File: src/rtl/if_fetch.sv
// Instruction fetch: assembles a 32-bit little-endian instruction from four
// byte reads through a shared memory arbiter, then hands it to IF/ID.
module if_fetch #(
  parameter logic [31:0] RESET_PC = 32'h0000_0000
) (
  input  logic        clk,
  input  logic        rst,
  input  logic        stall_i,
  input  logic        branch_flag_i,
  input  logic [31:0] branch_target_i,
  output logic        mem_req_o,
  output logic [31:0] mem_addr_o,
  input  logic        mem_gnt_i,
  input  logic [7:0]  mem_rdata_i,
  output logic [31:0] if_pc_o,
  output logic [31:0] if_inst_o,
  output logic        if_valid_o
);

  typedef enum logic [2:0] {
    ST_ISSUE0 = 3'd0,
    ST_ISSUE1 = 3'd1,
    ST_ISSUE2 = 3'd2,
    ST_ISSUE3 = 3'd3,
    ST_RECV   = 3'd4,
    ST_OUT    = 3'd5
  } state_t;

  state_t      state_q, state_d;
  logic [31:0] pc_q, pc_d;
  logic [31:0] inst_q, inst_d;
  logic        pending_q, pending_d;
  logic [1:0]  byte_q, byte_d;

  logic        flush;
  logic        issuing;
  logic [1:0]  issue_k;

  always_comb begin
    flush   = branch_flag_i && !stall_i;
    issuing = (state_q[2] == 1'b0);
    issue_k = state_q[1:0];

    mem_req_o  = issuing;
    mem_addr_o = pc_q + {30'd0, (issuing ? issue_k : 2'd0)};
    if_valid_o = (state_q == ST_OUT) && !flush && !rst;
    if_pc_o    = pc_q;
    if_inst_o  = inst_q;

    state_d   = state_q;
    pc_d      = pc_q;
    inst_d    = inst_q;
    pending_d = 1'b0;
    byte_d    = byte_q;

    // The byte returned this cycle belongs to the lane granted last cycle.
    for (int i = 0; i < 4; i++) begin
      if (pending_q && (byte_q == 2'(i))) begin
        inst_d[8*i +: 8] = mem_rdata_i;
      end
    end

    case (state_q)
      ST_ISSUE0, ST_ISSUE1, ST_ISSUE2, ST_ISSUE3: begin
        if (mem_gnt_i) begin
          pending_d = 1'b1;
          byte_d    = issue_k;
          state_d   = (issue_k == 2'd3) ? ST_RECV : state_t'(state_q + 3'd1);
        end
      end
      ST_RECV: state_d = ST_OUT;
      ST_OUT: begin
        if (!stall_i) begin
          pc_d    = pc_q + 32'd4;
          state_d = ST_ISSUE0;
        end
      end
      default: state_d = ST_ISSUE0;
    endcase

    // A redirect wins over everything and drops the byte granted this cycle.
    if (flush) begin
      pc_d      = branch_target_i;
      state_d   = ST_ISSUE0;
      pending_d = 1'b0;
    end
  end

  always_ff @(posedge clk) begin
    if (rst) begin
      state_q   <= ST_ISSUE0;
      pc_q      <= RESET_PC;
      inst_q    <= 32'h0000_0013;
      pending_q <= 1'b0;
      byte_q    <= 2'd0;
    end else begin
      state_q   <= state_d;
      pc_q      <= pc_d;
      inst_q    <= inst_d;
      pending_q <= pending_d;
      byte_q    <= byte_d;
    end
  end

endmodule

File: config.mk
export PLATFORM = sky130hd
export DESIGN_NAME = if_fetch
export DESIGN_NICKNAME = d
export VERILOG_FILES = /design/src/rtl/if_fetch.sv
export SDC_FILE = /design/constraint.sdc
export NUM_CORES = 1
export LEC_CHECK = 0
export ABC_CLOCK_PERIOD_IN_PS = 3100
export CORE_ASPECT_RATIO = 0.8
export CORE_MARGIN = 2
export CORE_UTILIZATION = 36
export CTS_CLUSTER_DIAMETER = 30
export DETAILED_ROUTE_END_ITERATION = 10
export GPL_TIMING_DRIVEN = 0
export PLACE_DENSITY = 0.67
export SYNTH_ARGS = -nofsm -noshare
export SYNTH_HDL_FRONTEND = slang
export SYNTH_SLANG_ARGS = --single-unit
File: constraint.sdc
create_clock -name clk -period 3.1 [get_ports clk]
set_input_delay 0.775 -clock clk [delete_from_list [all_inputs] [get_ports clk]]
set_output_delay 0.775 -clock clk [all_outputs]
set_load 0.05 [all_outputs]
==> summary.txt, run 1 <==
Placed design
  • Dpl ws: -0.8838 ns
  • Post-DP HPWL: 10,790 um
  • Placer Congestion: 0.9560
  • Port bufs: 141

Logic synthesis
  • Synth Cell Area: 3950 um^2
  • Syn_nets: 534
  • Yosys top cell area share: 35.48%
  • Async SR Flop Fraction: 0%
  • Count of different cell masters after synthesis: 46
  • Synth Register Bits: 70
  • EDFF count, synth: 0
  • Ys flop type: dfxtp_1
  • Seq/Total Area, Yosys: 35.48%
  • Post-Syn Area per Cell: 8.195 um^2
  • Cells after synthesis: 482
  • Area contributors post-synth: dfxtp_1 35%, mux2i_1 7.9%, nor2_1 7.0%, xnor2_1 5.5%, clkbuf_1 2.9%
  • Commonest cells post-synth: 74 x nor2_1, 70 x dfxtp_1, 31 x mux2i_1
  • Synth area leader: dfxtp_1
  • Synth warnings: 0
  • Cell with the most instances after synthesis: nor2_1

Drt
  • DR top layer: met4
  • Pre-Repair DR Iteration Count: 5
  • Met2 Routed Length: 6622 um
  • DR WL/cell: 18.36 um
  • WL met1: 6762 um
  • Vias: 4,390
  • Routed Antenna Nets: 0
  • Via-to-Cell Ratio: 5.501
  • Met3 WL: 1035 um
  • Initial DRC count: 264
  • DRC viols: 0
  • Final wirelength: 14,650 um

Die
  • I/O pin count: 143
  • Die Outline Area: 11,830 um^2
  • Core area: 10,760 um^2
  • Row Count: 34
  • Initial Utilization: 36.70%
  • DIE HEIGHT: 97.69 um
  • Chip Width: 121.1 um

Global routing
  • Largest net degree at the start of global routing: 17
  • Total gr overflow: 0
  • First-pass GRT wire length: 22,980 um
  • Vias in the first global route: 4,264
  • Gr usage total: 25.09%
  • Initial antenna violation count: 0

Timing
  • Clock period minus worst slack: 3.231 ns
  • Final worst setup slack: -0.1309 ns
  • Crit share post-route: 104.2%
  • Hold Slack: 0.4897 ns
  • Max Freq: 309.5 MHz
  • Slew @ Worst Pin: 0.9651 ns
  • Final setup vio count: 15
  • RSZ-0062 raised after global routing: true
  • Worst slew margin: 35.12%
  • Max-slew violations: 0
  • Final Skew: 0.009256 ns
  • Final Hold Fails: 0

Layout
  • Layout area overhead: 68.07%
  • # nets final: 701
  • Fillers: 928
  • Layout cells sized above 1: 25.23%
  • # diodes: 0

Critical path
  • Data arrival time of the worst path: 2.46 ns
  • Crit path from: state_q[2]
  • Startpoint Class: flop
  • Worst R2R End: if_pc_o[27]
  • Reg2Reg Depth: 8
  • Worst-path maximum fanout: 6
  • CP Data Required Time: 2.32 ns
  • Reg-to-Reg Start: state_q[0]
  • Setup CP Type: reg -> out
  • Worst Setup End Kind: output port
  • Flop-to-flop setup slack: 0.59 ns
  • Critical path capture point: mem_addr_o[30]

Worst hold path
  • Worst hold stages: 2
  • HP Class: reg -> reg

Clocking
  • Cts bufs inserted: 9
  • Clock slew at reported path FFs: 0.07 ns
  • CTS tree: done
  • CTS root buf: clkbuf_16
  • H-tree levels: 3
  • Clock sinks: 70
  • Clock network latency to the later pin of the worst-skew pair: 0.35 ns
  • Clock buffer depth: 2

Pwr
  • PwrDens: 405.0 nW/um^2
  • Peak VDD IR: 0.3350 mV
  • Lkg Pwr: 2.727 nW

Status
  • Failing checks: negative setup slack
  • Outcome: finished with violations

Run
  • Maxcap violations: 0
metal layers:
layer  global-route usage (%)  up-vias
li1                         -     2064
met1                    35.08     2118
met2                    39.20      189
met3                    5.106       19
met4                    6.798        0
met5                        0        -
logic make-up (layout without fill, tap and decap cells):
| logic type | Yosys count | after routing | share of synthesized area [%] |
|---|---|---|---|
| simple gates | 227 | 227 | 30.06 |
| flops | 70 | 70 | 35.48 |
| compound gates | 59 | 59 | 10.83 |
| buf+inv | 51 | 223 | 5.163 |
| xor+xnor | 37 | 37 | 8.204 |
| mux | 31 | 31 | 7.856 |
| fa+ha+maj | 7 | 7 | 2.407 |
flip-flops by register name, indices dropped and copies added, names as in the netlist:
| name | flops |
|---|---|
| byte_q | 2 |
| pending_q | 1 |
| state_q | 3 |
| if_pc_o | 32 |
| if_inst_o | 32 |
final cells by class:
class / count / area [um^2] / area share [%]
buffer: 30 / 133.9 / 2.017
clock buffer: 9 / 225.2 / 3.392
clock inverter: 7 / 68.82 / 1.037
inverter: 10 / 41.29 / 0.6219
multi-input combinational: 361 / 2974 / 44.80
sequential: 70 / 1426 / 21.49
tap: 144 / 180.2 / 2.714
timing repair buffer: 167 / 1589 / 23.94
cells in the final DEF (no fill, tap or decap), types with 10 or more instances in the layout:
| cell type | synthesis | routed |
|---|---|---|
| nor3_1 | 15 | 12 |
| nand2_1 | 25 | 21 |
| clkdlybuf4s50_1 | 0 | 109 |
| a21oi_1 | 12 | 11 |
| nand3_1 | 22 | 20 |
| mux2i_1 | 31 | 31 |
| dfxtp_2 | 0 | 17 |
| nor2_1 | 74 | 70 |
| buf_4 | 0 | 30 |
| a311oi_1 | 11 | 11 |
| clkbuf_1 | 30 | 17 |
| buf_6 | 0 | 15 |
| nor4_1 | 16 | 11 |
| nand3b_1 | 10 | 10 |
| nand4_1 | 17 | 17 |
| dfxtp_1 | 70 | 52 |
| buf_2 | 9 | 15 |
| xnor2_4 | 0 | 13 |
how the worst min path moves through the flow:
stage / from / slack, ns / end
after floorplan: state_q[1] / 0.49 / state_q[1]
after global placement: if_pc_o[0] / 0.45 / if_pc_o[0]
after detailed placement: if_pc_o[0] / 0.46 / if_pc_o[0]
after CTS: if_pc_o[0] / 0.47 / if_pc_o[0]
after global routing: if_pc_o[0] / 0.53 / if_pc_o[0]
final: if_pc_o[0] / 0.49 / if_pc_o[0]
report_power, final:
part           switching, mW  internal (mW)
logic                  0.388          0.248
clock network          0.472          0.570
registers             0.0714          0.939
critical path: stages, from the launching register on:
cell	delay [ns]
dfxtp_4	0.38
nor2_4	0.12
ha_4	0.14
inv_2	0.03
fa_2	0.35
nand2b_4	0.20
buf_4	0.16
nor4_4	0.13
buf_6	0.17
nand3_4	0.10
xnor2_4	0.15
buf_6	0.17
per-stage QoR:
step	power, mW	instances	setup TNS [ns]	instance area, um^2	util, %
floorplan	1.411	482	-0.01391	4442	-
global placement	1.650	767	-15.43	6033	56.06
detailed placement	1.654	767	-15.74	6033	56.06
CTS	2.697	788	-2.328	6520	60.58
global route	2.781	798	-2.583	6639	61.68
finish	2.689	798	-0.8996	6639	61.68
what timing repair did:
item | 4_1_cts | 5_1_grt
hold buffers | 0 | 0
setup endpoints to repair | 32 | 29
setup buffers | 15 | 11
pin swaps | 18 | 12
endpoints found under the hold margin | 0 | 0
gates resized for setup | 207 | 20
No activity file was read; power rests on OpenSTA's default activity.
==> inputs of run 2 (changes only) <==
--- a/config.mk
+++ b/config.mk
@@ -11,6 +11,7 @@
 export CORE_UTILIZATION = 36
 export CTS_CLUSTER_DIAMETER = 30
 export DETAILED_ROUTE_END_ITERATION = 10
+export GPL_ROUTABILITY_DRIVEN = 1
 export GPL_TIMING_DRIVEN = 0
 export PLACE_DENSITY = 0.67
 export SYNTH_ARGS = -nofsm -noshare
==> results of run 2 <==
No change in the layout: final DEF, timing and power equal those of run 1.
==> inputs of run 3 (changes only) <==
--- a/config.mk
+++ b/config.mk
@@ -5,6 +5,7 @@
 export SDC_FILE = /design/constraint.sdc
 export NUM_CORES = 1
 export LEC_CHECK = 0
+export ABC_AREA = 1
 export ABC_CLOCK_PERIOD_IN_PS = 3100
 export CORE_ASPECT_RATIO = 0.8
 export CORE_MARGIN = 2
@@ -13,7 +14,7 @@
 export DETAILED_ROUTE_END_ITERATION = 10
 export GPL_ROUTABILITY_DRIVEN = 1
 export GPL_TIMING_DRIVEN = 0
-export PLACE_DENSITY = 0.67
+export PLACE_DENSITY = 0.66
 export SYNTH_ARGS = -nofsm -noshare
 export SYNTH_HDL_FRONTEND = slang
 export SYNTH_SLANG_ARGS = --single-unit
==> run 3 against run 2 <==
The flow still finishes with violations (negative setup slack). Wire length grew 9.9%. Area after synthesis grew 6.7%. Clock skew shrank 0.0030 ns. Critical path depth is the same. Worst hold slack lost 0.038 ns. Sequential share of layout area grew 0.72 points. Fmax grew 3.7%. Largest power group unchanged. Register-to-register slack gained 0.53 ns. Die area grew 6.4%. Global-route usage grew 0.76 points. Final area shrank 4.1%. Total power shrank 3.7%. Highest routed layer unchanged.
==> summary.txt, run 3 <==
Clocking
  • Cts hold-fix bufs: 0 (unchanged)
  • Clock slew at reported path FFs: 0.07 ns (about the same)
  • Clock buffer depth: 2 (unchanged)
  • Cts bufs inserted: 9 (unchanged)
  • Clock network latency to the later pin of the worst-skew pair: 0.34 ns (about the same)
  • Clock sinks: 70 (unchanged)
  • H-tree levels: 3 (unchanged)
  • CTS tree: done
  • CTS root buf: clkbuf_16

Timing
  • RSZ-0062 raised after global routing: true
  • Max Freq: 320.9 MHz (+3.7%)
  • Crit share post-route: 100.5% (-3.7 points)
  • Final setup vio count: 1 (-14)
  • Total negative slack: -0.01661 ns (+0.8830 ns)
  • Worst slew margin: 49.89% (+15 points)
  • Max-slew violations: 0 (unchanged)
  • Clock period minus worst slack: 3.117 ns (-0.1143 ns)
  • Final Hold Fails: 0 (unchanged)
  • Final Skew: 0.006241 ns (-0.003015 ns)
  • Final worst setup slack: -0.01661 ns (+0.1143 ns)
  • Hold Slack: 0.4518 ns (-0.03797 ns)
  • Slew @ Worst Pin: 0.7517 ns (-0.2135 ns)

Placed design
  • Number of cells after detailed placement: 918 (+20%)
  • Placer Congestion: 0.9633 (+0.76%)
  • Post-Place Cell Area: 5928 um^2 (-1.7%)
  • Post-DP HPWL: 12,310 um (+14%)
  • Port bufs: 142 (+0.71%)
  • Dpl ws: -0.8955 ns (-0.01175 ns)

Die
  • Initial Utilization: 36.72% (about the same)
  • Row Count: 35 (+2.9%)
  • I/O pin count: 143 (unchanged)
  • Core area: 11,470 um^2 (+6.6%)
  • Chip Width: 124.9 um (+3.2%)
  • Die Outline Area: 12,590 um^2 (+6.4%)
  • DIE HEIGHT: 100.8 um (+3.1%)

Drt
  • Vias: 4,927 (+12%)
  • DRC viols: 0 (unchanged)
  • Routed Antenna Nets: 0 (unchanged)
  • DR WL/cell: 17.01 um (-7.3%)
  • Pre-Repair DR Iteration Count: 5 (unchanged)
  • Via-to-Cell Ratio: 5.208 (-5.3%)
  • Final wirelength: 16,090 um (+9.9%)
  • Initial DRC count: 480 (+82%)

Global routing
  • First-pass GRT wire length: 25,630 um (+12%)
  • Vias in the first global route: 4,742 (+11%)
  • Total gr overflow: 0 (unchanged)
  • Gr usage total: 25.85% (+0.76 points)
  • Initial antenna violation count: 0 (unchanged)
  • Largest net degree at the start of global routing: 17 (unchanged)

Logic synthesis
  • Area contributors post-synth: dfxtp_1 33%, nand2_1 10%, nor2_1 9.8%, nand3_1 7.8%, inv_1 5.8%
  • Synth Register Bits: 70 (unchanged)
  • Synth warnings: 0 (unchanged)
  • Syn_nets: 680 (+27%)
  • Largest family of logic cells by synthesized area: simple AND/OR/NAND/NOR gates
  • Synth Cell Area: 4213 um^2 (+6.7%)
  • Count of different cell masters after synthesis: 39 (-15%)
  • EDFF count, synth: 0 (unchanged)
  • Simple-gate portion of the synthesized area: 37.63% (+7.6 points)
  • Seq/Total Area, Yosys: 33.26% (-2.2 points)
  • Async SR Flop Fraction: 0% (unchanged)
  • Ys flop type: dfxtp_1
  • Cell with the most instances after synthesis: nand2_1
  • Post-synthesis mux area share: 0% (-7.9 points)
  • Adder-cell share of the synthesized area: 2.257% (-0.15 points)
  • Yosys top cell area share: 33.26% (-2.2 points)
  • Synth Area in XOR/XNOR: 6.445% (-1.8 points)
  • Synth Area in Compound Gates: 11.64% (+0.81 points)
  • Synth area leader: dfxtp_1
  • Post-Syn Area per Cell: 6.708 um^2 (-18%)
  • Commonest cells post-synth: 116 x nand2_1, 110 x nor2_1, 70 x dfxtp_1
  • Cells after synthesis: 628 (+30%)

Critical path
  • Worst path cell trace: nor2_4 -> ha_4 -> inv_2 -> fa_2 -> clkinv_4 -> nand2_4 -> nor2_4 -> nand2_4 -> nor2_4 -> xor2_2 -> buf_6
  • CP Data Required Time: 2.32 ns (about the same)
  • Slowest stage delay, CP: 0.40 ns (+0.02 ns)
  • Worst Setup End Kind: output port
  • Startpoint Class: flop
  • Data arrival time of the worst path: 2.34 ns (-0.12 ns)
  • CP Buf/Inv Count: 3 (-1)
  • Worst-path maximum fanout: 6 (unchanged)
  • Crit-path most repeated cell: nor2_4
  • CP max-delay cell: fa_2
  • Delay-heaviest family, CP: simple AND/OR/NAND/NOR gates
  • Setup CP Type: reg -> out

Pwr
  • PwrDens: 406.6 nW/um^2 (+0.39%)
  • Total power: 2.589 mW (-3.7%)
  • Peak VDD IR: 0.2801 mV (-16%)
  • Lkg Pwr: 2.666 nW (-2.2%)

Layout
  • Area of the multi-input gates: 2660 um^2 (-11%)
  • Layout cells sized above 1: 18.55% (-6.7 points)
  • # nets final: 845 (+21%)
  • Final Cell Area: 6367 um^2 (-4.1%)
  • Layout area overhead: 51.14%
  • Most common cell after layout, fill and taps aside: nand2_1
  • Register Area: 1414 um^2 (-0.88%)
  • # diodes: 0 (unchanged)
  • Final core occ: 55.50% (-6.2 points)
  • Fin cells: 946 (+19%)
  • Fillers: 1,136 (+22%)
  • Most frequent cells in the layout: 112 x nand2_1, 110 x clkdlybuf4s50_1, 103 x nor2_1

Status
  • Outcome: finished with violations
  • Failing checks: negative setup slack

Worst hold path
  • HP Class: reg -> reg

Run
  • Maxcap violations: 0 (unchanged)
[run 3: changes by cell type after synthesis, sizes merged, moves of 10 or more]
cell / before / now
clkbuf: 31 / 8
o21ai: 8 / 40
xor2: 12 / 22
inv: 10 / 68
nand2: 25 / 127
a21oi: 12 / 25
xnor2: 25 / 9
mux2i: 31 / 0
a311oi: 11 / 0
nand4: 18 / 7
nand3: 22 / 68
nor2: 74 / 129
nor4: 17 / 0
[run 3: power by group]
group	switching, mW	internal, mW
logic	0.358	0.193
registers	0.0504	0.936
clock network	0.479	0.572
total	0.888	1.70
[run 3: logic make-up (layout without fill, tap and decap cells)]
logic type	after synthesis	in the layout
AND/OR/NAND/NOR	343	343
buffers and inverters	90	260
AO/OA/AOI/OAI	87	87
flip-flops	70	70
XOR/XNOR	31	31
adder cells (fa/ha/maj)	7	7
[run 3: repair_timing]
action	in CTS	in global routing
endpoints found under the setup margin	32	29
pin swaps	6	8
cloned	0	0
gates resized for setup	158	33
buffers inserted	9	4
[run 3: worst register-to-register path, delay by kind of cell, from the launching register on]
| kind | cells | cell delay (ns) |
|---|---|---|
| AO/OA/AOI/OAI | 1 | 0.12 |
| adder cells (fa/ha/maj) | 1 | 0.26 |
| buffers and inverters | 1 | 0.04 |
| flip-flops | 1 | 0.44 |
| AND/OR/NAND/NOR | 6 | 1.04 |
[run 3: cell type report]
class | count | area share (%)
multi-input cells | 468 | 41.78
repair buffers | 155 | 22.70
flip-flops and latches | 70 | 22.20
inverters | 70 | 4.244
clock buffers | 9 | 3.537
well taps | 148 | 2.908
plain buffers | 19 | 1.513
clock inverters | 7 | 1.120
[run 3: per-layer routing]
metal	routed length [um]	global-route usage, %
met5	0	0
met4	278	6.496
met3	1291	6.529
met2	7100	40.31
met1	7424	36.07
[run 3: final timing paths]
| check | start | to | slack [ns] | cells after the start |
|---|---|---|---|---|
| setup / recovery | state_q[2] | mem_addr_o[24] | -0.02 | 11 |
| hold reg to reg | if_inst_o[28] | if_inst_o[28] | 0.45 | 2 |
| hold / removal | if_inst_o[28] | if_inst_o[28] | 0.45 | 2 |
| setup reg to reg | if_pc_o[2] | if_pc_o[30] | 1.12 | 9 |
